## src/rtl/frame_dump_trigger_pkg.sv

```systemverilog
// Shared types and constants for the frame dump trigger block.
package frame_dump_trigger_pkg;

  // Trigger sequencer states.
  typedef enum logic [2:0] {
    WAIT_DL = 3'd0,
    HOLD    = 3'd1,
    ARMED   = 3'd2,
    DUMPING = 3'd3,
    DONE    = 3'd4
  } state_e;

  // Synchronizer depths: vs needs an extra stage for its edge detector.
  localparam int VS_SYNC_STAGES = 3;
  localparam int DL_SYNC_STAGES = 2;

  // Width of a down-counter that must hold values 0..holdoff.
  function automatic int holdoff_cnt_w(input int holdoff);
    int w;
    w = $clog2(holdoff + 1);
    return (w < 1) ? 1 : w;
  endfunction

endpackage

```

## src/rtl/frame_dump_trigger_sync_edge.sv

```systemverilog
// Generic N-flop synchronizer with a falling-edge flag taken between the
// last two stages. STAGES must be at least 2.
module frame_sync_edge #(
  parameter int   STAGES  = 3,
  parameter logic RST_VAL = 1'b1
) (
  input  logic clk,
  input  logic rst_n,
  input  logic d,
  output logic sync,
  output logic fall
);

  logic [STAGES-1:0] sync_q;
  logic [STAGES-1:0] sync_d;

  // Shift the raw input one stage deeper each cycle (bit 0 is the first flop).
  always_comb begin
    sync_d = {sync_q[STAGES-2:0], d};
  end

  // Synchronizer chain register.
  always_ff @(posedge clk or negedge rst_n) begin
    if (!rst_n) begin
      sync_q <= {STAGES{RST_VAL}};
    end else begin
      sync_q <= sync_d;
    end
  end

  assign sync = sync_q[STAGES-1];
  assign fall = sync_q[STAGES-1] & ~sync_q[STAGES-2];

endmodule

```

## src/rtl/frame_dump_trigger.sv

```systemverilog
// Frame counter and dump-window sequencer driven by raw VGA vsync and the
// ROM download indicator. Counts vsync falling edges since the end of the
// last download and opens/closes a dump window at programmed frame numbers.
module frame_dump_trigger
  import frame_dump_trigger_pkg::*;
#(
  parameter int CNT_W       = 32,
  parameter int START_FRAME = 0,
  parameter int STOP_FRAME  = 0,
  parameter int HOLDOFF     = 16
) (
  input  logic             clk,
  input  logic             rst_n,
  input  logic             vs,
  input  logic             downloading,
  output logic [CNT_W-1:0] frame_cnt,
  output logic             dump_on,
  output logic             dump_start,
  output logic             dump_stop,
  output logic             done
);

  localparam int               HO_W      = holdoff_cnt_w(HOLDOFF);
  localparam logic [HO_W-1:0]  HOLD_LOAD = HO_W'(HOLDOFF - 1);
  localparam logic [CNT_W-1:0] START_VAL = CNT_W'(START_FRAME);
  localparam logic [CNT_W-1:0] STOP_VAL  = CNT_W'(STOP_FRAME);
  localparam bit               STOP_EN   = (STOP_FRAME != 0);

  logic vs_s;
  logic vs_fall;
  logic dl_s;
  logic dl_fall;

  frame_sync_edge #(
    .STAGES  (VS_SYNC_STAGES),
    .RST_VAL (1'b1)
  ) u_vs_sync (
    .clk   (clk),
    .rst_n (rst_n),
    .d     (vs),
    .sync  (vs_s),
    .fall  (vs_fall)
  );

  // Only the level of the download flag matters; its edge output is unused.
  frame_sync_edge #(
    .STAGES  (DL_SYNC_STAGES),
    .RST_VAL (1'b0)
  ) u_dl_sync (
    .clk   (clk),
    .rst_n (rst_n),
    .d     (downloading),
    .sync  (dl_s),
    .fall  (dl_fall)
  );

  state_e           state_q, state_d;
  logic [HO_W-1:0]  holdoff_q, holdoff_d;
  logic [CNT_W-1:0] cnt_q, cnt_d;
  logic             dump_on_q, dump_on_d;
  logic             start_q, start_d;
  logic             stop_q, stop_d;
  logic             done_q, done_d;

  // Next-state logic: frame counting, arming hold-off and window control.
  always_comb begin
    state_d   = state_q;
    holdoff_d = holdoff_q;
    cnt_d     = cnt_q;
    dump_on_d = dump_on_q;
    start_d   = 1'b0;
    stop_d    = 1'b0;
    done_d    = done_q;

    // Counting runs whenever no download is active; matches below use cnt_q,
    // i.e. the value before this fall's increment.
    if (dl_s) begin
      cnt_d = '0;
    end else if (vs_fall) begin
      cnt_d = cnt_q + 1'b1;
    end

    if (dl_s && (state_q != WAIT_DL)) begin
      // A new download aborts everything; an open window is closed cleanly
      // but is not reported as done.
      state_d = WAIT_DL;
      done_d  = 1'b0;
      if (dump_on_q) begin
        dump_on_d = 1'b0;
        stop_d    = 1'b1;
      end
    end else begin
      case (state_q)
        WAIT_DL: begin
          if (!dl_s) begin
            holdoff_d = HOLD_LOAD;
            state_d   = HOLD;
          end
        end
        HOLD: begin
          if (holdoff_q == '0) begin
            state_d = ARMED;
          end else begin
            holdoff_d = holdoff_q - 1'b1;
          end
        end
        ARMED: begin
          if (vs_fall && (cnt_q == START_VAL)) begin
            dump_on_d = 1'b1;
            start_d   = 1'b1;
            state_d   = DUMPING;
          end
        end
        DUMPING: begin
          if (STOP_EN && vs_fall && (cnt_q == STOP_VAL)) begin
            dump_on_d = 1'b0;
            stop_d    = 1'b1;
            done_d    = 1'b1;
            state_d   = DONE;
          end
        end
        DONE: begin
          state_d = DONE;
        end
        default: begin
          state_d = WAIT_DL;
        end
      endcase
    end
  end

  // State and output registers.
  always_ff @(posedge clk or negedge rst_n) begin
    if (!rst_n) begin
      state_q   <= WAIT_DL;
      holdoff_q <= '0;
      cnt_q     <= '0;
      dump_on_q <= 1'b0;
      start_q   <= 1'b0;
      stop_q    <= 1'b0;
      done_q    <= 1'b0;
    end else begin
      state_q   <= state_d;
      holdoff_q <= holdoff_d;
      cnt_q     <= cnt_d;
      dump_on_q <= dump_on_d;
      start_q   <= start_d;
      stop_q    <= stop_d;
      done_q    <= done_d;
    end
  end

  assign frame_cnt  = cnt_q;
  assign dump_on    = dump_on_q;
  assign dump_start = start_q;
  assign dump_stop  = stop_q;
  assign done       = done_q;

endmodule

```

## config.mk

```make
export PLATFORM = sky130hd
export DESIGN_NAME = frame_dump_trigger
export DESIGN_NICKNAME = d
export VERILOG_FILES = /design/src/rtl/frame_dump_trigger_pkg.sv /design/src/rtl/frame_dump_trigger_sync_edge.sv /design/src/rtl/frame_dump_trigger.sv
export SDC_FILE = /design/constraint.sdc
export NUM_CORES = 1
export LEC_CHECK = 0
export ABC_CLOCK_PERIOD_IN_PS = 4500
export CORE_MARGIN = 2
export CORE_UTILIZATION = 50
export CTS_CLUSTER_SIZE = 40
export DETAILED_ROUTE_END_ITERATION = 6
export PLACE_DENSITY = 0.86
export SLEW_MARGIN = 20
export SYNTH_ARGS = -nofsm -noshare
export SYNTH_HDL_FRONTEND = slang
export SYNTH_HIERARCHICAL = 1
export SYNTH_SLANG_ARGS = --single-unit
```

## constraint.sdc

```tcl
create_clock -name clk -period 4.5 [get_ports clk]
set_clock_uncertainty 0.2 [all_clocks]
set_input_delay 1.35 -clock clk [delete_from_list [all_inputs] [get_ports clk]]
set_output_delay 1.35 -clock clk [all_outputs]
set_load 0.01 [all_outputs]
```

==> impl_metrics.csv <==
group,metric,value,unit
clock_tree,clk_root_buffer_cell,"sky130_fd_sc_hd__clkbuf_8",
clock_tree,post_cts_buffers,0,
logic_synthesis,syn-num-nets,273,
logic_synthesis,cell_area_after_technology_mapping,0.002547,mm²
power_and_ir_drop,power_switching,0.0001863,W
clock_tree,clock_tree.buffer_depth,2,
final_layout,layout.nets,306,
critical_path,cpLargestDelayFamily,"buffers and inverters",
global_route,global_route.usage.total,22.18,%
logic_synthesis,ys_warn_count,6,
outcome,status,"completed",
global_route,pin_count_of_the_biggest_net_entering_global_routing,49,
clock_tree,insertion_delay_of_the_later_clocked_pin_in_the_worst_skew_pair,300,ps
clock_tree,cts_tree,"yes",
power_and_ir_drop,seq_power_share,52.1,%
timing,unrepaired_setup_endpoints_after_global_routing,"no",
timing,timing.setup.tns,0,ps
floorplanning,initial_core_utilization,52.88,%
power_and_ir_drop,finalPower,0.0008654,W
critical_path,timing.critical_path.required,2950,ps
floorplanning,floorplan.rows,25,
clock_tree,numClockSinks,48,
floorplanning,die_area,0.005682,mm²
global_route,grt_antenna_before_repair,0,
power_and_ir_drop,p_comb_share,5.4,%
min_path,hold_path.class,"reg2reg",
floorplanning,design.core.area,0.004817,mm²
power_and_ir_drop,share_clk_of_total_power,42.5,%
power_and_ir_drop,power.internal,0.0006791,W
critical_path,setup.worst_path.class,"reg2out",
timing,max_slew.worst_pin.slew,856.3,ps
floorplanning,pin_count,40,
timing,setup-violations-final,0,
final_layout,syn2layout_area_growth,21.27,%
placed_design,dp_cells,358,
final_layout,final_cells,366,
routing,detailedRoute.firstPassIterationCount,4,
timing,maxSlewViolCount,0,
routing,totalWireLength,5.808,mm
critical_path,crit_path_end_kind,"output port",
clock_tree,clock_pin_slew_on_the_worst_setup_and_hold_paths,90,ps
routing,detailedRoute.firstIterationViolations,146,
power_and_ir_drop,power_switching_share,21.52,%
placed_design,gp_congestion,0.8359,
placed_design,place_area,0.002954,mm²
critical_path,cpPeakStageDelay,590,ps
final_layout,design_area,0.003089,mm²
clock_tree,maximum_level_of_the_cts_h_tree,2,
critical_path,critPathLaunchType,"flop",
power_and_ir_drop,vdd_drop_max,0.0001881,V
final_layout,drive_above_1_share,8.027,%
critical_path,timing.critical_path.fanout_max,10,
global_route,globalRoute.totalOverflow,0,
power_and_ir_drop,power.leakage,1.198,nW
clock_tree,cts_made_buffers,5,
placed_design,dp_hpwl,3.939,mm
clock_tree,post_cts.resized_instances,0,
critical_path,crit_path_top_delay_cell,"sky130_fd_sc_hd__clkdlybuf4s50_1",
routing,antenna_violating_nets_post_route,0,
timing,max_slew_headroom_at_the_worst_pin,42.86,%
timing,final_critical_delay_including_setup_and_external_delays,2961,ps
global_route,grt_pass1_wl,9.694,mm
power_and_ir_drop,power.density_cell_area,280.1,mW/mm²
logic_synthesis,synthesis.area_per_instance,9.613,µm²
placed_design,numPortBuffers,38,
routing,vias_per_cell,6.036,
floorplanning,die_h,75.38,µm
routing,drt-wirelength-per-cell,15.87,µm
floorplanning,fp.dieW,75.38,µm
final_layout,antenna_cells_inserted,0,
timing,min_period_over_period,65.80,%
timing,f_max,0.3377,GHz
clock_tree,number_of_hold_buffers_added_after_cts,0,
routing,drc,0,
global_route,via_count_of_the_first_global_routing_pass,2039,
final_layout,final.fill_count,403,
logic_synthesis,synthesis.instances,265,
critical_path,cp_cell_sequence,"clkdlybuf4s50_1",
run,max_cap_viol_count,0,
critical_path,worst-endpoint-arrival,1410,ps
routing,total_vias_in_the_final_route,2209,
timing,final-hold-violation-count,0,
critical_path,critical_path.n_buffers_inverters,1,
==> metal layers <==
layer / vias up / global-route usage (%) / wire (µm)
li1: 1051 / - / -
met1: 1074 / 30.76 / 2586
met2: 75 / 34.49 / 2833
met3: 9 / 4.762 / 297
met4: 0 / 8.187 / 91
met5: - / 0 / 0
==> state kept, by name, summed over array words and instances, names as in the netlist <==
register,flops
frame_cnt,32
holdoff_q,5
state_q,3
u_vs_sync/sync_q,3
u_dl_sync/sync_q,2
dump_on,1
dump_start,1
dump_stop,1
==> layout make-up <==
cell class | count | area [µm²] | area share (%)
Timing Repair Buffer | 39 | 385.4 | 12.47
Inverter | 6 | 22.52 | 0.7290
Sequential cell | 48 | 1205 | 39.00
Clock inverter | 2 | 60.06 | 1.944
Clock buffer | 6 | 72.57 | 2.349
Multi-Input combinational cell | 198 | 1260 | 40.79
Tap cell | 67 | 83.83 | 2.714
==> worst paths after layout <==
path	startpoint	slack (ps)	to	depth (start not counted)
setup / recovery	frame_cnt[2]	1540	frame_cnt[2]	1
hold / removal	u_dl_sync/sync_q[0]	150	u_dl_sync/sync_q[1]	0
setup reg to reg	frame_cnt[4]	2110	frame_cnt[30]	4
hold reg to reg	u_dl_sync/sync_q[0]	150	u_dl_sync/sync_q[1]	0
max in group asynchronous	rst_n	2830	frame_cnt[26]	1
min in group asynchronous	rst_n	860	frame_cnt[25]	1
==> power by group through the flow <==
stage | Combinational, W | Clock (W) | Sequential (W)
after floorplan | 0.0000302 | 0 | 0.000455
after global placement | 0.0000455 | 0 | 0.000458
after detailed placement | 0.0000477 | 0 | 0.000459
after CTS | 0.0000480 | 0.000374 | 0.000451
after global routing | 0.0000539 | 0.000389 | 0.000452
final | 0.0000470 | 0.000368 | 0.000451
==> through the flow <==
stage          hold WS, ps  utilization, %  setup slack, ps
6_report             153.3           64.13             1539
5_1_grt              160.2           64.13             1475
4_1_cts              154.2           64.08             1531
3_5_place_dp         134.7           61.32             1882
3_3_place_gp         132.4           61.32             1896
2_1_floorplan        131.2               -             2263
==> layout by cell type, fill, tap and decap left out, types with 3 or more instances in the layout <==
cell                              count
sky130_fd_sc_hd__dfrtp_1             45
sky130_fd_sc_hd__clkdlybuf4s50_1     37
sky130_fd_sc_hd__nor2_1              27
sky130_fd_sc_hd__a21oi_1             16
sky130_fd_sc_hd__nand3_1             14
sky130_fd_sc_hd__o21ai_0             13
sky130_fd_sc_hd__nand4_1             12
sky130_fd_sc_hd__nor4_1              11
sky130_fd_sc_hd__nand2_1              9
sky130_fd_sc_hd__or3_1                9
sky130_fd_sc_hd__nor3_1               9
sky130_fd_sc_hd__o31ai_1              8
sky130_fd_sc_hd__or4_1                8
sky130_fd_sc_hd__nor2b_1              7
sky130_fd_sc_hd__inv_1                6
sky130_fd_sc_hd__and3_1               6
sky130_fd_sc_hd__mux2_2               6
sky130_fd_sc_hd__xor2_1               6
sky130_fd_sc_hd__xnor2_1              6
sky130_fd_sc_hd__and4_1               5
sky130_fd_sc_hd__clkbuf_8             5
sky130_fd_sc_hd__nor4b_1              4
sky130_fd_sc_hd__ha_1                 4
sky130_fd_sc_hd__dfstp_2              3
(Power assumes the default switching activity.)
